--- src/rtl/ioctl_loader_pkg.sv ---
// rtl/ioctl_loader_pkg.sv - shared types and constants for the ioctl ROM loader
//
// Purpose : loader FSM states, ROM target encoding, FIFO entry layout,
//           default ioctl_index routing values and an address range helper.
// Ports   : none (package).

package ioctl_loader_pkg;

  typedef enum logic [1:0] {
    IDLE  = 2'd0,
    LOAD  = 2'd1,
    DRAIN = 2'd2,
    DONE  = 2'd3
  } state_t;

  typedef enum logic {
    TGT_IPL  = 1'b0,
    TGT_FONT = 1'b1
  } target_t;

  typedef struct packed {
    target_t     sel;
    logic [12:0] addr;
    logic [7:0]  data;
  } fifo_entry_t;

  localparam int         ENTRY_W        = $bits(fifo_entry_t);
  localparam logic [7:0] IPL_INDEX_DEF  = 8'h00;
  localparam logic [7:0] FONT_INDEX_DEF = 8'h01;

  // True when addr fits in an aw-bit ROM, i.e. addr < 2**aw.
  function automatic logic in_range(input logic [24:0] addr, input int aw);
    return (addr >> aw) == 25'd0;
  endfunction

endpackage

--- src/rtl/loader_fifo.sv ---
// rtl/loader_fifo.sv - synchronous FIFO holding decoded ioctl ROM writes
//
// Purpose : DEPTH-entry FIFO with occupancy count; resets to empty.
// Ports   : clk_sys, reset (async, active high)
//           push/din   - write an entry (ignored when full unless popping)
//           pop/dout   - remove head entry; dout is the current head
//           count      - occupancy, $clog2(DEPTH)+1 bits
//           full/empty - occupancy flags

module loader_fifo #(
  parameter int DEPTH = 4,
  parameter int WIDTH = 22
) (
  input  logic                   clk_sys,
  input  logic                   reset,
  input  logic                   push,
  input  logic [WIDTH-1:0]       din,
  input  logic                   pop,
  output logic [WIDTH-1:0]       dout,
  output logic [$clog2(DEPTH):0] count,
  output logic                   full,
  output logic                   empty
);

  localparam int PW = $clog2(DEPTH);
  localparam int CW = PW + 1;

  logic [WIDTH-1:0] mem [DEPTH];
  logic [PW-1:0]    wr_ptr;
  logic [PW-1:0]    rd_ptr;
  logic             do_push;
  logic             do_pop;

  assign do_pop  = pop && !empty;
  // A pop in the same cycle frees the slot, so a push at full is still legal.
  assign do_push = push && (!full || do_pop);

  always_ff @(posedge clk_sys or posedge reset) begin
    if (reset) begin
      wr_ptr <= '0;
      rd_ptr <= '0;
      count  <= '0;
    end else begin
      if (do_push) wr_ptr <= wr_ptr + 1'b1;
      if (do_pop)  rd_ptr <= rd_ptr + 1'b1;
      case ({do_push, do_pop})
        2'b10:   count <= count + 1'b1;
        2'b01:   count <= count - 1'b1;
        default: count <= count;
      endcase
    end
  end

  // Storage is not reset; the pointers alone define what is valid.
  always_ff @(posedge clk_sys) begin
    if (do_push) mem[wr_ptr] <= din;
  end

  assign dout  = mem[rd_ptr];
  assign full  = (count == CW'(DEPTH));
  assign empty = (count == '0);

endmodule

--- src/rtl/ioctl_rom_loader.sv ---
// rtl/ioctl_rom_loader.sv - buffers ioctl downloads into IPL/font ROM writes
//
// Purpose : decodes ioctl byte strobes to the IPL or font ROM, range checks
//           them, queues them in loader_fifo and issues req/ack writes.
//           Optional feature macro: IOCTL_ROM_LOADER_CHECKSUM_EN (adds a
//           16-bit sum of written bytes on port checksum).
// Ports   : clk_sys, reset (async, active high)
//           ioctl_download/index/wr/addr/dout - download stream in
//           ioctl_wait                        - throttle to the source
//           mem_sel/addr/data/req, mem_ack    - ROM write handshake
//           load_done                         - one-cycle completion pulse
//           err_flags                         - sticky [0] overflow, [1] range
//           checksum (optional)               - sum of written bytes

module ioctl_rom_loader
  import ioctl_loader_pkg::*;
#(
  parameter int         FIFO_DEPTH = 4,
  parameter int         IPL_AW     = 13,
  parameter int         FONT_AW    = 12,
  parameter logic [7:0] IPL_INDEX  = IPL_INDEX_DEF,
  parameter logic [7:0] FONT_INDEX = FONT_INDEX_DEF
) (
  input  logic        clk_sys,
  input  logic        reset,
  input  logic        ioctl_download,
  input  logic [7:0]  ioctl_index,
  input  logic        ioctl_wr,
  input  logic [24:0] ioctl_addr,
  input  logic [7:0]  ioctl_dout,
  output logic        ioctl_wait,
  output logic        mem_sel,
  output logic [12:0] mem_addr,
  output logic [7:0]  mem_data,
  output logic        mem_req,
  input  logic        mem_ack,
  output logic        load_done,
  output logic [1:0]  err_flags
`ifdef IOCTL_ROM_LOADER_CHECKSUM_EN
  ,
  output logic [15:0] checksum
`endif
);

  localparam int CW = $clog2(FIFO_DEPTH) + 1;

  state_t           state;
  state_t           state_nx;
  logic             load_entry;

  fifo_entry_t      entry_in;
  fifo_entry_t      head;
  logic [ENTRY_W-1:0] fifo_dout;
  logic [CW-1:0]    count;
  logic [CW-1:0]    next_count;
  logic             full;
  logic             empty;

  logic             hit;
  logic             strobe;
  logic             push;
  logic             pop;
  logic             set_ovf;
  logic             set_range;

  // ---------------------------------------------------------------- decode
  always_comb begin
    entry_in      = '0;
    hit           = 1'b0;
    entry_in.data = ioctl_dout;
    // in_range guarantees the bits above the ROM width are zero, so the low
    // 13 address bits are the ROM address for either target.
    if (ioctl_index == IPL_INDEX && in_range(ioctl_addr, IPL_AW)) begin
      hit           = 1'b1;
      entry_in.sel  = TGT_IPL;
      entry_in.addr = ioctl_addr[12:0];
    end else if (ioctl_index == FONT_INDEX && in_range(ioctl_addr, FONT_AW)) begin
      hit           = 1'b1;
      entry_in.sel  = TGT_FONT;
      entry_in.addr = ioctl_addr[12:0];
    end
  end

  assign strobe    = (state == LOAD) && ioctl_wr;
  assign pop       = mem_req && mem_ack;
  assign push      = strobe && hit && (!full || pop);
  assign set_ovf   = strobe && hit && full && !pop;
  assign set_range = strobe && !hit;

  loader_fifo #(
    .DEPTH (FIFO_DEPTH),
    .WIDTH (ENTRY_W)
  ) u_fifo (
    .clk_sys (clk_sys),
    .reset   (reset),
    .push    (push),
    .din     (entry_in),
    .pop     (pop),
    .dout    (fifo_dout),
    .count   (count),
    .full    (full),
    .empty   (empty)
  );

  assign head = fifo_entry_t'(fifo_dout);

  // ------------------------------------------------------------------- FSM
  always_ff @(posedge clk_sys or posedge reset) begin
    if (reset) state <= IDLE;
    else       state <= state_nx;
  end

  always_comb begin
    state_nx   = state;
    load_entry = 1'b0;
    unique case (state)
      IDLE: begin
        if (ioctl_download) begin
          state_nx   = LOAD;
          load_entry = 1'b1;
        end
      end
      LOAD: begin
        if (!ioctl_download) state_nx = DRAIN;
      end
      DRAIN: begin
        if (empty && !mem_req) state_nx = DONE;
      end
      DONE: begin
        // A download that restarted during DRAIN goes straight back to LOAD.
        if (ioctl_download) begin
          state_nx   = LOAD;
          load_entry = 1'b1;
        end else begin
          state_nx = IDLE;
        end
      end
      default: state_nx = IDLE;
    endcase
  end

  assign load_done = (state == DONE);

  // ------------------------------------------------------- memory handshake
  // mem_req rises one cycle after the head is valid and drops for a cycle
  // after each ack, giving one write every two cycles at best.
  always_ff @(posedge clk_sys or posedge reset) begin
    if (reset)                  mem_req <= 1'b0;
    else if (pop)               mem_req <= 1'b0;
    else if (!mem_req && !empty) mem_req <= 1'b1;
  end

  // Payload is masked while idle so the outputs read zero after reset.
  assign mem_sel  = mem_req && (head.sel == TGT_FONT);
  assign mem_addr = mem_req ? head.addr : 13'd0;
  assign mem_data = mem_req ? head.data : 8'd0;

  // ------------------------------------------------------------ throttling
  // Raised one slot early so a strobe already in flight still fits.
  assign next_count = count + CW'(push) - CW'(pop);

  always_ff @(posedge clk_sys or posedge reset) begin
    if (reset) ioctl_wait <= 1'b0;
    else       ioctl_wait <= (next_count >= CW'(FIFO_DEPTH - 1));
  end

  // ---------------------------------------------------------------- errors
  always_ff @(posedge clk_sys or posedge reset) begin
    if (reset)           err_flags <= 2'b00;
    else if (load_entry) err_flags <= 2'b00;
    else                 err_flags <= err_flags | {set_range, set_ovf};
  end

`ifdef IOCTL_ROM_LOADER_CHECKSUM_EN
  // Summed at the ack, so dropped bytes never contribute.
  always_ff @(posedge clk_sys or posedge reset) begin
    if (reset)           checksum <= 16'd0;
    else if (load_entry) checksum <= 16'd0;
    else if (pop)        checksum <= checksum + {8'd0, head.data};
  end
`endif

endmodule

--- config.mk ---
export PLATFORM = sky130hd
export DESIGN_NAME = ioctl_rom_loader
export DESIGN_NICKNAME = d
export VERILOG_FILES = /design/src/rtl/ioctl_loader_pkg.sv /design/src/rtl/loader_fifo.sv /design/src/rtl/ioctl_rom_loader.sv
export SDC_FILE = /design/constraint.sdc
export NUM_CORES = 1
export LEC_CHECK = 0
export CORE_MARGIN = 4
export CORE_UTILIZATION = 45
export CTS_CLUSTER_SIZE = 14
export DETAILED_ROUTE_END_ITERATION = 16
export PLACE_DENSITY = 0.77
export SLEW_MARGIN = 10
export SYNTH_ARGS = -nofsm -noshare
export SYNTH_HDL_FRONTEND = slang
export SYNTH_SLANG_ARGS = --single-unit
--- constraint.sdc ---
create_clock -name clk_sys -period 4.8 [get_ports clk_sys]
set_clock_uncertainty 0.1 [all_clocks]
set_input_delay 0.48 -clock clk_sys [delete_from_list [all_inputs] [get_ports clk_sys]]
set_output_delay 0.48 -clock clk_sys [all_outputs]
set_load 0.01 [all_outputs]
==> results.toml, run 1 <==
[place]
gp_congestion = 0.6977
place.port_buffers = 72
place_worst_setup_slack_ns = 1.765
hpwlAfterDp_um = 4942
post-place-cells = 438

[global_route]
grt_first_pass_wirelength_um = 12080
grtUsageTotal_pct = 14.15
antenna_found_initial = 0
global_route.overflow_total = 0
number_of_global_route_vias_before_repair = 2453
grt_start_max_net_pins = 27

[finish]
drive_above_1_share_pct = 14.15
finish.net_count = 380
area_growth_pct = 24.87
final_cell_mix = "edfxtp_1, clkdlybuf4s50_1, and2_1"
finish.utilization_pct = 57.86
layoutNonFillerInstCount = 454
commonest_non_fill_non_tap_cell_in_the_layout = "edfxtp_1"
antenna_cells_inserted = 0

[routing]
via_count = 2280
drt_wl_total_um = 7402
drc = 0
drtIter0Drc = 93
drtPass1Iterations = 4
drt-vias-per-instance = 5.022
postRouteAntennaNets = 0
wl_per_cell_um = 16.30

[sta]
worst_pin_slew_ns = 1.027
report.final.setup_viol = 0
post-route-period-util_pct = 64.04
clock.fmax_mhz = 325.3
final_max_slew_viol_count = 0
grt_setup_unrepaired = "no"
final_critical_path_setup_slack_ns = 1.726
final_period_minus_worst_setup_slack_ns = 3.074
final.hold.worst_slack_ns = 0.3619
finalSetupTns_ns = 0
final_hold_viol_count = 0
timing.slew.headroom_pct = 31.55

[critical_path]
regToRegStartpoint = "mem_req"
critical_path.startpoint = "u_fifo.rd_ptr[0]"
cp-start-kind = "flip-flop"
critical_path_arrival_ns = 2.49
worst_r2r_path_depth = 10
cp.required_ns = 4.22
reg2reg_slack_ns = 1.94
critPathCapture = "mem_addr[12]"
crit-reg2reg-capture = "u_fifo.count[2]"
path_class = "flip-flop to primary output"
critical_path.endpoint_type = "primary output"
worstPathMaxFanout = 24

[clocking]
tritoncts = "done"
clk_pin_slew_worst_paths_ns = 0.09
ctsHoldBuffers = 0
cts-htree-levels = 3
clock_insertion_delay_at_the_later_pin_of_the_skew_report_ns = 0.34
max-clock-path-buffers = 2
post_cts_resized = 0
clk_root_buffer_cell = "clkbuf_8"
clock_sinks = 101
numCtsBuffers = 9
post_cts_buffers = 0

[power]
powerDensity_mw_per_mm2 = 457.2
leakagePower_nw = 1.823
max-vdd-ir-drop_uv = 249.1

[synth]
synth_sequential_area_ratio_pct = 68.99
syn-cell-area_mm2 = 0.004302
synthTopCellsByArea = "edfxtp_1, mux4_2, dfrtp_1"
post_synth.cell_area_avg_um2 = 17.78
netlist.area_leader.share_pct = 61.43
yosysTopAreaCell = "edfxtp_1"
syn_inst = 242
yosysWarningCount = 0
yosysUniqueCellTypes = 34
synth.net_count = 302
number_of_storage_elements_in_the_synthesis_netlist = 101

[status]
status = "finished, final reports clean"

[worst_hold_path]
hold_path_class = "input pin to async pin"

[die]
fp.dieW_um = 105.8
die_height_um = 105.8
start_util_pct = 46.33
io-pin-count = 73
placeableCoreArea_mm2 = 0.009284
core.rowCount = 35
dieArea_mm2 = 0.01119

[run]
maxCapViolCount = 0
-- layout make-up --
type	count	area [um2]
Sequential cell	101	2969
Fill cell	777	3913
Clock inverter	7	78.83
Timing Repair Buffer	76	750.7
Clock buffer	9	123.9
Inverter	13	48.80
Multi-Input combinational cell	119	1239
Tap cell	129	161.4
-- state kept, by name, indices dropped and copies added, names as in the netlist --
register / flops
err_flags: 2
ioctl_wait: 1
mem_req: 1
state: 2
u_fifo.count: 3
u_fifo.mem: 88
u_fifo.rd_ptr: 2
u_fifo.wr_ptr: 2
-- cells in the mapped netlist --
master / count
o41ai_1: 1
a2111oi_0: 1
inv_1: 13
and3_2: 1
nand2b_1: 1
and4b_1: 1
buf_2: 4
a21oi_1: 2
mux4_2: 22
and4_1: 1
nor3_1: 2
a32o_1: 1
edfxtp_1: 88
mux2_2: 1
nor4_1: 2
nor2_1: 3
mux2_4: 1
xnor2_1: 5
ha_1: 12
buf_6: 1
o21ai_0: 1
buf_1: 1
nand3_1: 2
and3_1: 2
or4_1: 2
o211ai_1: 1
fa_1: 2
clkbuf_1: 3
xor2_1: 3
mux2i_1: 2
and4bb_1: 1
dfrtp_1: 13
and2_1: 39
nand2_1: 7
-- per-layer routing --
metal  global-route usage (%)  part of all wire [%]  wire, um
met3                    4.225                   6.5       481
met2                    25.50                    54      3969
met1                    16.47                    39      2886
met5                        0                     0         0
met4                    3.608                  0.88        65
-- power breakdown --
| group | total [W] | internal (W) | switching (W) |
|---|---|---|---|
| clock | 0.000537 | 0.000249 | 0.000288 |
| sequential | 0.00114 | 0.000988 | 0.000148 |
| combinational | 0.000783 | 0.000518 | 0.000265 |
-- worst max-delay path, stage by stage (launching register included) --
cell and delay, ns:
dfrtp_2 0.88, mux4_2 0.58, and2_1 0.16, clkdlybuf4s50_1 0.52
-- through the flow --
stage | total power, W | area (um2)
detailed placement | 0.001957 | 5169
global route | 0.002616 | 5371
CTS | 0.002493 | 5371
floorplan | 0.001609 | 4302
global placement | 0.001946 | 5169
finish | 0.002456 | 5371
-- worst min path at each step --
stage | to | slack [ns] | depth (start not counted)
finish | state[1] | 0.36 | 2
global route | state[1] | 0.39 | 2
CTS | state[1] | 0.36 | 2
detailed placement | err_flags[1] | 0.39 | 2
global placement | err_flags[1] | 0.38 | 2
floorplan | err_flags[0] | 0.26 | 1
-- logic make-up (layout without fill, tap and decap cells) --
| family | Yosys count | in the layout | share of synthesized area (%) |
|---|---|---|---|
| compound gates | 7 | 7 | 1.164 |
| xor+xnor | 8 | 8 | 1.629 |
| fa+ha+maj | 14 | 14 | 4.421 |
| buf+inv | 22 | 105 | 2.211 |
| flops | 101 | 101 | 68.99 |
| mux | 26 | 26 | 12.59 |
| simple gates | 64 | 64 | 8.988 |
No activity file was read; power rests on OpenSTA's default activity.
==> run 2: changes to the inputs <==
==> constraint.sdc (replaced) <==
create_clock -name clk_sys -period 3.1 [get_ports clk_sys]
set_clock_uncertainty 0.1 [all_clocks]
set_input_delay 0.31 -clock clk_sys [delete_from_list [all_inputs] [get_ports clk_sys]]
set_output_delay 0.31 -clock clk_sys [all_outputs]
set_load 0.01 [all_outputs]
==> run 2 against run 1 <==
Against the previous run:
- combinational power is 81% higher
- clock power increased by 54%
- via count up 2.0%
- largest power group unchanged
- non-clock buffer count grew 8
- design area up 1.4%
- core utilization is 0.80 points higher
- critical path type unchanged
- die area unchanged
- setup slack got worse by 1.2 ns
- sequential power is 40% higher
==> results.toml, run 2 (synthesis gave the netlist of run 1 again) <==
[power]
leakagePower_nw = 1.861
powerDensity_mw_per_mm2 = 707.5
p_total_w = 0.003853
max-vdd-ir-drop_uv = 547.8

[finish]
reg.largest.list = "u_fifo.mem (88), u_fifo.count (3)"
final_cell_mix = "edfxtp_1, clkdlybuf4s50_1, and2_1"
area_growth_pct = 26.59
nFillCells = 729
largest_register = "u_fifo.mem"
flip_flop_count_of_the_largest_register_all_copies_and_words_added = 88
antenna_cells_inserted = 0
final_cell_area_mm2 = 0.005445
finish.net_count = 388
commonest_non_fill_non_tap_cell_in_the_layout = "edfxtp_1"
multi_input_area_mm2 = 0.001239
layout.area.seq_mm2 = 0.002969
drive_above_1_share_pct = 15.92

[sta]
grt_setup_unrepaired = "no"
timing.slew.headroom_pct = 65.01
clock.fmax_mhz = 384.2
final_period_minus_worst_setup_slack_ns = 2.603
final_critical_path_setup_slack_ns = 0.4969
final_hold_viol_count = 0
post-route-period-util_pct = 83.97
report.final.setup_viol = 0
final_max_slew_viol_count = 0
finalSetupTns_ns = 0
worst_pin_slew_ns = 0.5242

[critical_path]
worst_r2r_path_depth = 10
cp-start-kind = "flip-flop"
critical_path.endpoint_type = "primary output"
reg2reg_slack_ns = 0.72
crit-reg2reg-capture = "u_fifo.count[2]"
regToRegStartpoint = "u_fifo.count[1]"
cp.required_ns = 2.69
worstPathMaxFanout = 22
critical_path_arrival_ns = 2.19
path_class = "flip-flop to primary output"

[routing]
drtPass1Iterations = 4
drc = 0
drt-vias-per-instance = 5.032
wl_per_cell_um = 16.19
via_count = 2325
met1Wirelength_um = 2966
wl_met2_um = 4028
drt_wl_total_um = 7480
postRouteAntennaNets = 0
top_signal_layer_used = "met4"
met3_wire_len_um = 442
drtIter0Drc = 78

[global_route]
antenna_found_initial = 0
grt_start_max_net_pins = 26
number_of_global_route_vias_before_repair = 2476
grt_first_pass_wirelength_um = 12050
grtUsageTotal_pct = 14.17
global_route.overflow_total = 0

[die]
io-pin-count = 73
dieArea_mm2 = 0.01119
die_height_um = 105.8
placeableCoreArea_mm2 = 0.009284
start_util_pct = 46.33
core.rowCount = 35
fp.dieW_um = 105.8

[clocking]
numCtsBuffers = 9
clk_pin_slew_worst_paths_ns = 0.09
clk_root_buffer_cell = "clkbuf_8"
cts-htree-levels = 3
ctsHoldBuffers = 0
post_cts_buffers = 0
clock_sinks = 101
post_cts_resized = 0
clock_insertion_delay_at_the_later_pin_of_the_skew_report_ns = 0.35
tritoncts = "done"
max-clock-path-buffers = 2

[run]
maxCapViolCount = 0

[place]
place.port_buffers = 72
hpwlAfterDp_um = 5302
gp_congestion = 0.8114
detailed_place.area_mm2 = 0.005241
place_worst_setup_slack_ns = 0.3721

[worst_hold_path]
hold_path_class = "input pin to async pin"

[status]
status = "finished, final reports clean"
run 2: cell types whose count changed in the layout (fill, tap and decap cells not counted):
cell	delta
buf_12	+1
buf_4	+7
clkinv_1	+1
clkinv_2	-1
clkinv_4	-1
clkinvlp_4	+2
inv_6	-3
inv_8	+2
run 2: where the power goes:
group          total, W  switching, W  internal (W)
logic           0.00142      0.000587      0.000838
registers       0.00160     0.0000693       0.00153
clock network  0.000826      0.000442      0.000384
total           0.00385       0.00110       0.00276
run 2: critical path, cell delays in order, from the launching register on:
cell and delay, ns:
dfrtp_2 0.41, buf_12 0.22, mux4_2 0.55, and2_1 0.18, clkdlybuf4s50_1 0.47
run 2: final cells by class:
class,count,share of cell area [%]
Sequential cell,101,54.53
Multi-Input combinational cell,119,22.75
Timing Repair Buffer,84,15.12
Tap cell,129,2.964
Clock buffer,9,2.275
Clock inverter,7,1.471
Inverter,13,0.8961
run 2: through the flow:
| step | hold WS (ns) | instances | utilization, % |
|---|---|---|---|
| floorplan | 0.08696 | 242 | - |
| global placement | 0.3637 | 446 | 56.46 |
| detailed placement | 0.3721 | 446 | 56.46 |
| CTS | 0.1883 | 462 | 58.65 |
| global route | 0.2262 | 462 | 58.65 |
| finish | 0.1827 | 462 | 58.65 |
run 2: worst max path at each step:
stage	from	endpoint	slack, ns	cells after the start
after floorplan	ioctl_index[4]	u_fifo.mem[0][0]	0.75	5
after global placement	ioctl_index[4]	u_fifo.count[2]	0.40	11
after detailed placement	ioctl_index[4]	u_fifo.count[2]	0.37	11
after CTS	u_fifo.rd_ptr[0]	mem_addr[12]	0.44	4
after global routing	u_fifo.rd_ptr[0]	mem_addr[12]	0.39	4
final	u_fifo.rd_ptr[0]	mem_addr[12]	0.50	4
run 2: metal layers:
layer | up-vias | GRT usage [%]
met5 | - | 0
met2 | 68 | 25.46
met1 | 1171 | 16.85
li1 | 1082 | -
met4 | 0 | 3.053
met3 | 4 | 4.225
